File: config.mk
export PLATFORM = sky130hd
export DESIGN_NAME = instr_sequencer
export DESIGN_NICKNAME = d
export VERILOG_FILES = /design/src/rtl/instr_sequencer.sv
export SDC_FILE = /design/constraint.sdc
export NUM_CORES = 1
export LEC_CHECK = 0
export ABC_AREA = 0
export CAP_MARGIN = 20
export CORE_MARGIN = 5
export CORE_UTILIZATION = 40
export CTS_BUF_LIST = sky130_fd_sc_hd__clkbuf_16
export DETAILED_ROUTE_END_ITERATION = 16
export GPL_TIMING_DRIVEN = 0
export PLACE_DENSITY_LB_ADDON = 0.3
export SLEW_MARGIN = 20
export SYNTH_ARGS = -nofsm -noshare
export SYNTH_HDL_FRONTEND = slang
export SYNTH_SLANG_ARGS = --single-unit
File: constraint.sdc
create_clock -name clk -period 1.8 [get_ports clk]
set_input_delay 0.27 -clock clk [delete_from_list [all_inputs] [get_ports clk]]
set_output_delay 0.27 -clock clk [all_outputs]
set_load 0.02 [all_outputs]
File: src/rtl/instr_sequencer.sv
`default_nettype none
// ============================================================================
// Module  : instr_sequencer
// Purpose : Multi-cycle FETCH/DECODE/EXEC/WB control FSM with imem handshake.
// Revision: 1.0
// ============================================================================
module instr_sequencer #(
   parameter int PC_W     = 8,
   parameter int RESET_PC = 0,
   parameter int TIMEOUT  = 15,
   parameter int CNT_W    = 16
) (
   input  logic             clk,
   input  logic             rst,
   input  logic             start,
   input  logic             halt_req,
   output logic             imem_req,
   output logic [PC_W-1:0]  imem_addr,
   input  logic             imem_ack,
   input  logic [31:0]      imem_rdata,
   output logic [31:0]      ir,
   input  logic             dec_reg_write,
   output logic             alu_en,
   output logic             rf_we,
   output logic [PC_W-1:0]  pc,
   output logic             busy,
   output logic             fetch_err,
   output logic [CNT_W-1:0] retired
);

   localparam int WAIT_W = (TIMEOUT < 2) ? 1 : $clog2(TIMEOUT + 1);
   localparam logic [PC_W-1:0]   c_reset_pc  = PC_W'(RESET_PC);
   localparam logic [WAIT_W-1:0] c_wait_last = WAIT_W'(TIMEOUT - 1);

   typedef enum logic [2:0] {
      S_IDLE   = 3'd0,
      S_FETCH  = 3'd1,
      S_DECODE = 3'd2,
      S_EXEC   = 3'd3,
      S_WB     = 3'd4
   } state_t;

   state_t            state_q, state_d;
   logic [PC_W-1:0]   pc_q, pc_d;
   logic [31:0]       ir_q, ir_d;
   logic [CNT_W-1:0]  retired_q, retired_d;
   logic              fetch_err_q, fetch_err_d;
   logic              halt_pending_q, halt_pending_d;
   logic [WAIT_W-1:0] wait_q, wait_d;
   logic              boundary;

   always_ff @(posedge clk) begin
      if (rst) begin
         state_q        <= S_IDLE;
         pc_q           <= c_reset_pc;
         ir_q           <= '0;
         retired_q      <= '0;
         fetch_err_q    <= 1'b0;
         halt_pending_q <= 1'b0;
         wait_q         <= '0;
      end else begin
         state_q        <= state_d;
         pc_q           <= pc_d;
         ir_q           <= ir_d;
         retired_q      <= retired_d;
         fetch_err_q    <= fetch_err_d;
         halt_pending_q <= halt_pending_d;
         wait_q         <= wait_d;
      end
   end

   always_comb begin
      state_d        = state_q;
      pc_d           = pc_q;
      ir_d           = ir_q;
      retired_d      = retired_q;
      fetch_err_d    = fetch_err_q;
      halt_pending_d = halt_pending_q;
      wait_d         = wait_q;
      boundary       = 1'b0;

      // A halt seen while busy is remembered until the next instruction boundary.
      if (state_q != S_IDLE && halt_req) begin
         halt_pending_d = 1'b1;
      end

      case (state_q)
         S_IDLE: begin
            if (start) begin
               state_d        = S_FETCH;
               pc_d           = c_reset_pc;
               retired_d      = '0;
               fetch_err_d    = 1'b0;
               halt_pending_d = 1'b0;
               wait_d         = '0;
            end
         end
         S_FETCH: begin
            if (imem_ack) begin
               ir_d    = imem_rdata;
               pc_d    = pc_q + PC_W'(1);
               wait_d  = '0;
               state_d = S_DECODE;
            end else if (wait_q == c_wait_last) begin
               fetch_err_d = 1'b1;
               wait_d      = '0;
               state_d     = S_IDLE;
            end else begin
               wait_d = wait_q + WAIT_W'(1);
            end
         end
         S_DECODE: state_d = S_EXEC;
         S_EXEC: begin
            if (dec_reg_write) begin
               state_d = S_WB;
            end else begin
               boundary = 1'b1;
            end
         end
         S_WB:     boundary = 1'b1;
         default:  state_d = S_IDLE;
      endcase

      if (boundary) begin
         if (retired_q != {CNT_W{1'b1}}) begin
            retired_d = retired_q + CNT_W'(1);
         end
         if (halt_pending_q || halt_req) begin
            state_d        = S_IDLE;
            halt_pending_d = 1'b0;
         end else begin
            state_d = S_FETCH;
            wait_d  = '0;
         end
      end
   end

   assign imem_req  = (state_q == S_FETCH);
   assign imem_addr = pc_q;
   assign ir        = ir_q;
   assign alu_en    = (state_q == S_EXEC);
   assign rf_we     = (state_q == S_WB);
   assign pc        = pc_q;
   assign busy      = (state_q != S_IDLE);
   assign fetch_err = fetch_err_q;
   assign retired   = retired_q;

endmodule
`default_nettype wire

## Word-level counts from Yosys, hierarchy flattened

Index checks and enable logic that the tools add are counted.
Widths: inputs -> output; s select.

- Magnitude comparators: 0
- $add $sub $neg: 3
- Reductions and logical operators: 9
- Divide/modulo/power cells: 0
- Multiplexer cells: 31
- Shifts and indexed selects: 0
- Eq/ne operators: 14
- Multiply operators: 0
- Bitwise logic cells: 0

Operators with widths:

| kind | count |
|---|---|
| $mux 16 | 4 |
| $mux 4 | 5 |
| $add 16x1->16 const B | 1 |
| $mux 8 | 2 |
| $ne 16x16->1 const B | 1 |
| $pmux 8 s2 | 1 |
| $mux 3 | 5 |
| $pmux 3 s5 | 1 |
| $mux 1 | 10 |
| $add 8x1->8 const B | 1 |
| $pmux 4 s2 | 1 |
| $reduce_and 4->1 | 2 |
| $eq 3x2->1 const B | 2 |
| $ne 2x1->1 const B | 3 |
| $add 4x1->4 const B | 1 |
| $eq 4x4->1 const B | 1 |
| $ne 2x2->1 const B | 2 |
| $ne 4x1->1 const B | 1 |
| $pmux 1 s2 | 2 |
| $eq 3x1->1 const B | 1 |
| $eq 3x3->1 const B | 1 |
| $logic_not 3->1 | 1 |
| $ne 3x2->1 const B | 1 |
| $ne 3x3->1 const B | 1 |
| other kinds (6) | 6 |

- Input port bits: 38
- Register bits after elaboration: 65
- Memories kept: 0
- Memory bits (read-only): 0
- Output and inout port bits: 69
- RAM bits: 0
- Logic and storage cells: 64
- Bits in latches: 0

## Depth between registers and ports, before layout

- Depth after elaboration: 7
- Mapped depth: 7
- Gate-level depth less buffers: 7

## Worst setup path before layout

No wires, ideal clock.

- Kind: flip-flop to flip-flop
- Start point: register retired_q[0] (netlist: retired[0])
- End point: register retired_q[15] (netlist: retired[15])
- Data arrival time: 1.892 ns
- Cell stages (with the launch flop): 8
- Buffers on the path: 1
- Clock period less this slack: 1.966 ns
- Required time: 1.726 ns
- Slack: -0.166 ns
- Library setup time: 0.074 ns
- Cells stage by stage: dfxtp_1 > ha_1 > and3_1 > and4b_1 > clkbuf_1 > or2_4 > or3_1 > a31oi_1

- Longest elaborated chain between the ends: 3
- Elaborated cells between the ends (all ways): 4
- Classes of those cells: add/sub (1); eq/ne (1); mux (2)

Ends and longest elaborated chain:

| element | RTL line | text |
|---|---|---|
| from (decl) | 46 | `logic [CNT_W-1:0] retired_q, retired_d;` |
| from (signal assigned) | 65 | `retired_q <= retired_d;` |
| $add 16x1->16 or $ne 16x16->1 (tied branches) | 126, 125 |  |
| $mux 16 (*) | 125 | `if (retired_q != {CNT_W{1'b1}}) begin` |
| $mux 16 (*) | 124 | `if (boundary) begin` |

Mark *: on every way between the ends. The rest lies on a longest branch, timed or not.
A chain may end at the register's enable or synchronous reset.

## Worst setup path in the final report

- Start point: register state_q[1]
- End point: register retired_q[15] (netlist: retired[15])

- Longest elaborated chain between the ends: 4
- Elaborated cells between the ends (all ways): 7
- Classes of those cells: eq/ne (2); mux (4); reduce/logical (1)

Ends and longest elaborated chain:

| element | RTL line | text |
|---|---|---|
| from (decl) | 43 | `state_t state_q, state_d;` |
| from (signal assigned) | 62 | `state_q <= state_d;` |
| $logic_not 3->1 | 87 | `case (state_q)` |
| $mux 16 | 87 |  |
| $mux 16 | 125 |  |
| $mux 16 (*) | 124 |  |

Marks and branches as above.

==> results by group <==
Run status
  • Status: finished, violations left
  • Failing checks: setup timing

Timing
  • Final setup TNS: -28.5 ps
  • Tmin final: 1830 ps
  • Fmax: 0.547 GHz
  • Slew headroom: 64.5%
  • Period Utilization, post-route: 101%
  • Post-route setup slack: -26.8 ps
  • Least-Margin Pin Slew: 532 ps
  • Hold violation count in the final report: 0
  • Final slew viol count: 0
  • Fin Clk Skew: 6.59 ps
  • Hold Slack: 451 ps
  • Final setup violation count: 2
  • RSZ-0062 raised after global routing: true

Floorplan
  • Die area: 8880 um^2
  • Starting Density: 41.3%
  • I/O Pins: 107
  • Core area: 6870 um^2
  • Die X: 94.2 um
  • FP Rows: 30
  • Die height: 94.2 um

Global route
  • GRT Overall Usage: 19.0%
  • Grt ovf: 0
  • Initial antenna violation count: 0
  • Largest net degree at the start of global routing: 11
  • Vias in the first global route: 2782
  • First-pass GRT wire length: 13400 um

Critical path
  • WP data arrival: 2070 ps
  • Startpoint types: flop
  • Crit end category: flop
  • Worst EP required: 2040 ps
  • CP Class: reg2reg
  • Worst Path Max Fanout: 8

Synthesis
  • Yosys cell types: 42
  • Cells after Synth: 356
  • Avg Cell Area, Syn: 7.97 um^2
  • Synthesized area: 2840 um^2
  • Sequential-to-total area share from yosys stat: 45.8%
  • Syn_nets: 398
  • Ys Warns: 0
  • #FFs+latches synth: 65

Clocking
  • Clk sinks: 65
  • Bufs on Longest Clock Path: 2
  • CTS Hold Bufs: 0
  • CTS clk-pin slew, worst paths: 50 ps
  • TritonCTS Buffers: 9
  • Worst-Skew Late Latency: 320 ps
  • H-tree depth: 3
  • TritonCTS clock tree: built
  • CTS root buffer: clkbuf_16

Placement
  • DP Area: 4060 um^2
  • GPL Wtd Cong: 0.841
  • Pre-CTS WS: -407 ps
  • Input/output buffers: 106
  • Detailed Place HPWL: 6030 um

Detailed routing
  • Residual DRC: 0
  • Post-Route WL: 8700 um
  • Initial DRC count: 226
  • WL/cell: 14.9 um
  • Via count: 3011
  • Iteration count of the initial detailed-routing pass: 5
  • Average vias per placed instance: 5.16
  • Final ANT Viol Nets: 0

Cells and area
  • Share of post-route cells with drive strength above 1: 16.2%
  • Antenna Cells: 0
  • Final instance area: 4510 um^2
  • Fill count: 586
  • Layout Nets: 525
  • Synth-to-Final Area Change: 58.7%

Power
  • Pleak: 1.65 nW
  • PwrDens: 780 nW/um^2
  • Peak supply drop: 0.000449 V

Min path
  • Min-delay worst type: reg2reg

Flow run
  • Max Cap Viol: 0
[registers in the layout, indices dropped and copies added (netlist names)]
name and flops:
fetch_err 1, halt_pending_q 1, imem_addr 8, ir 32, retired 16, state_q 3, wait_q 4
[metal layers]
metal / share of wire (%) / routed length [um] / GRT usage (%)
met1: 40 / 3500 / 22.4
met2: 50 / 4330 / 30.7
met3: 9.3 / 807 / 8.81
met4: 0.68 / 59 / 6.14
met5: 0 / 0 / 0
[repair_timing]
action	4_1_cts	5_1_grt
setup endpoints to repair	45	61
buffers inserted	10	4
pin swaps	7	10
gates resized for setup	25	36
[cell families after synthesis]
logic type               Yosys count  share of synthesized area [%]
adder cells (fa/ha/maj)            4                           1.76
flip-flops                        65                           45.8
buffers and inverters             32                           5.77
AND/OR/NAND/NOR                  169                           29.4
XOR/XNOR                           5                           1.54
AO/OA/AOI/OAI                     80                           15.4
multiplexers                       1                          0.353
[cell type report]
| cell class | count | area, um^2 | share of cell area [%] |
|---|---|---|---|
| sequential | 65 | 1320 | 29.2 |
| clock inverter | 7 | 28.8 | 0.639 |
| tap | 96 | 120 | 2.67 |
| buffer | 25 | 158 | 3.50 |
| clock buffer | 9 | 225 | 5.00 |
| multi-input combinational | 259 | 1490 | 33.0 |
| inverter | 3 | 11.3 | 0.250 |
| timing repair buffer | 120 | 1160 | 25.7 |
[through the flow]
step / util, % / cells / total power, mW
after floorplan: - / 356 / 1.77
after global placement: 59.1 / 558 / 1.99
after detailed placement: 59.1 / 558 / 2.00
after CTS: 64.4 / 584 / 3.52
after global routing: 65.6 / 584 / 3.67
final: 65.6 / 584 / 3.51
[cells in the final DEF (no fill, tap or decap), types with 7 or more instances in the layout]
cell type	n
nor2_1	21
nor3_1	11
o21ai_0	10
clkbuf_16	9
a21oi_1	49
clkbuf_1	7
dfxtp_2	10
clkdlybuf4s50_1	101
nand3_1	12
nand2_1	77
buf_4	22
dfxtp_1	54
[final timing paths]
kind	startpoint	end	slack (ps)	cells past startpoint
worst max-delay path	state_q[1]$_SDFFE_PP0P_	retired[15]$_SDFF_PP0_	-30	6
worst min-delay path	ir[1]$_SDFFE_PP0P_	ir[1]$_SDFFE_PP0P_	450	2
worst max register to register	state_q[1]$_SDFFE_PP0P_	retired[15]$_SDFF_PP0_	-30	6
worst min register to register	ir[1]$_SDFFE_PP0P_	ir[1]$_SDFFE_PP0P_	450	2
[worst max-delay path, stage by stage (launching register included)]
cell	delay [ps]
dfxtp_2	320
buf_6	130
or3b_4	410
o21a_4	150
or2_4	240
or3_1	340
a31oi_1	140
[cells in the mapped netlist (all sizes together)]
| cell type | number | area (um^2) |
|---|---|---|
| or3 | 6 | 37.5 |
| and4 | 2 | 17.5 |
| or3b | 1 | 11.3 |
| nand3 | 12 | 60.1 |
| nand2b | 3 | 18.8 |
| a311oi | 3 | 26.3 |
| dfxtp | 65 | 1300 |
| nand2 | 78 | 293 |
| nor4bb | 1 | 10.0 |
| o21a | 2 | 15.0 |
| nand3b | 3 | 22.5 |
| a41oi | 2 | 17.5 |
| o21ai | 14 | 70.1 |
| nand4b | 2 | 17.5 |
| a31oi | 7 | 43.8 |
| nor2b | 1 | 6.26 |
| and3 | 7 | 43.8 |
| nor4 | 2 | 12.5 |
| o31a | 1 | 8.76 |
| mux2i | 1 | 10.0 |
| nor3b | 3 | 27.5 |
| buf | 12 | 88.8 |
| ha | 4 | 50.1 |
| xnor2 | 1 | 8.76 |
| or2 | 2 | 15.0 |
| nand4bb | 1 | 11.3 |
| nor4b | 3 | 26.3 |
| and4b | 1 | 10.0 |
| a21oi | 51 | 255 |
| nor3 | 12 | 60.1 |
| nor2 | 22 | 85.1 |
| or4b | 1 | 10.0 |
| clkbuf | 17 | 63.8 |
| nand4 | 6 | 37.5 |
| inv | 3 | 11.3 |
| xor2 | 4 | 35.0 |
[where the power goes]
part | internal (mW) | switching, mW
clock network | 0.901 | 0.596
registers | 1.48 | 0.0277
logic | 0.243 | 0.262
Note: power is estimated with default switching activity, not from simulation.
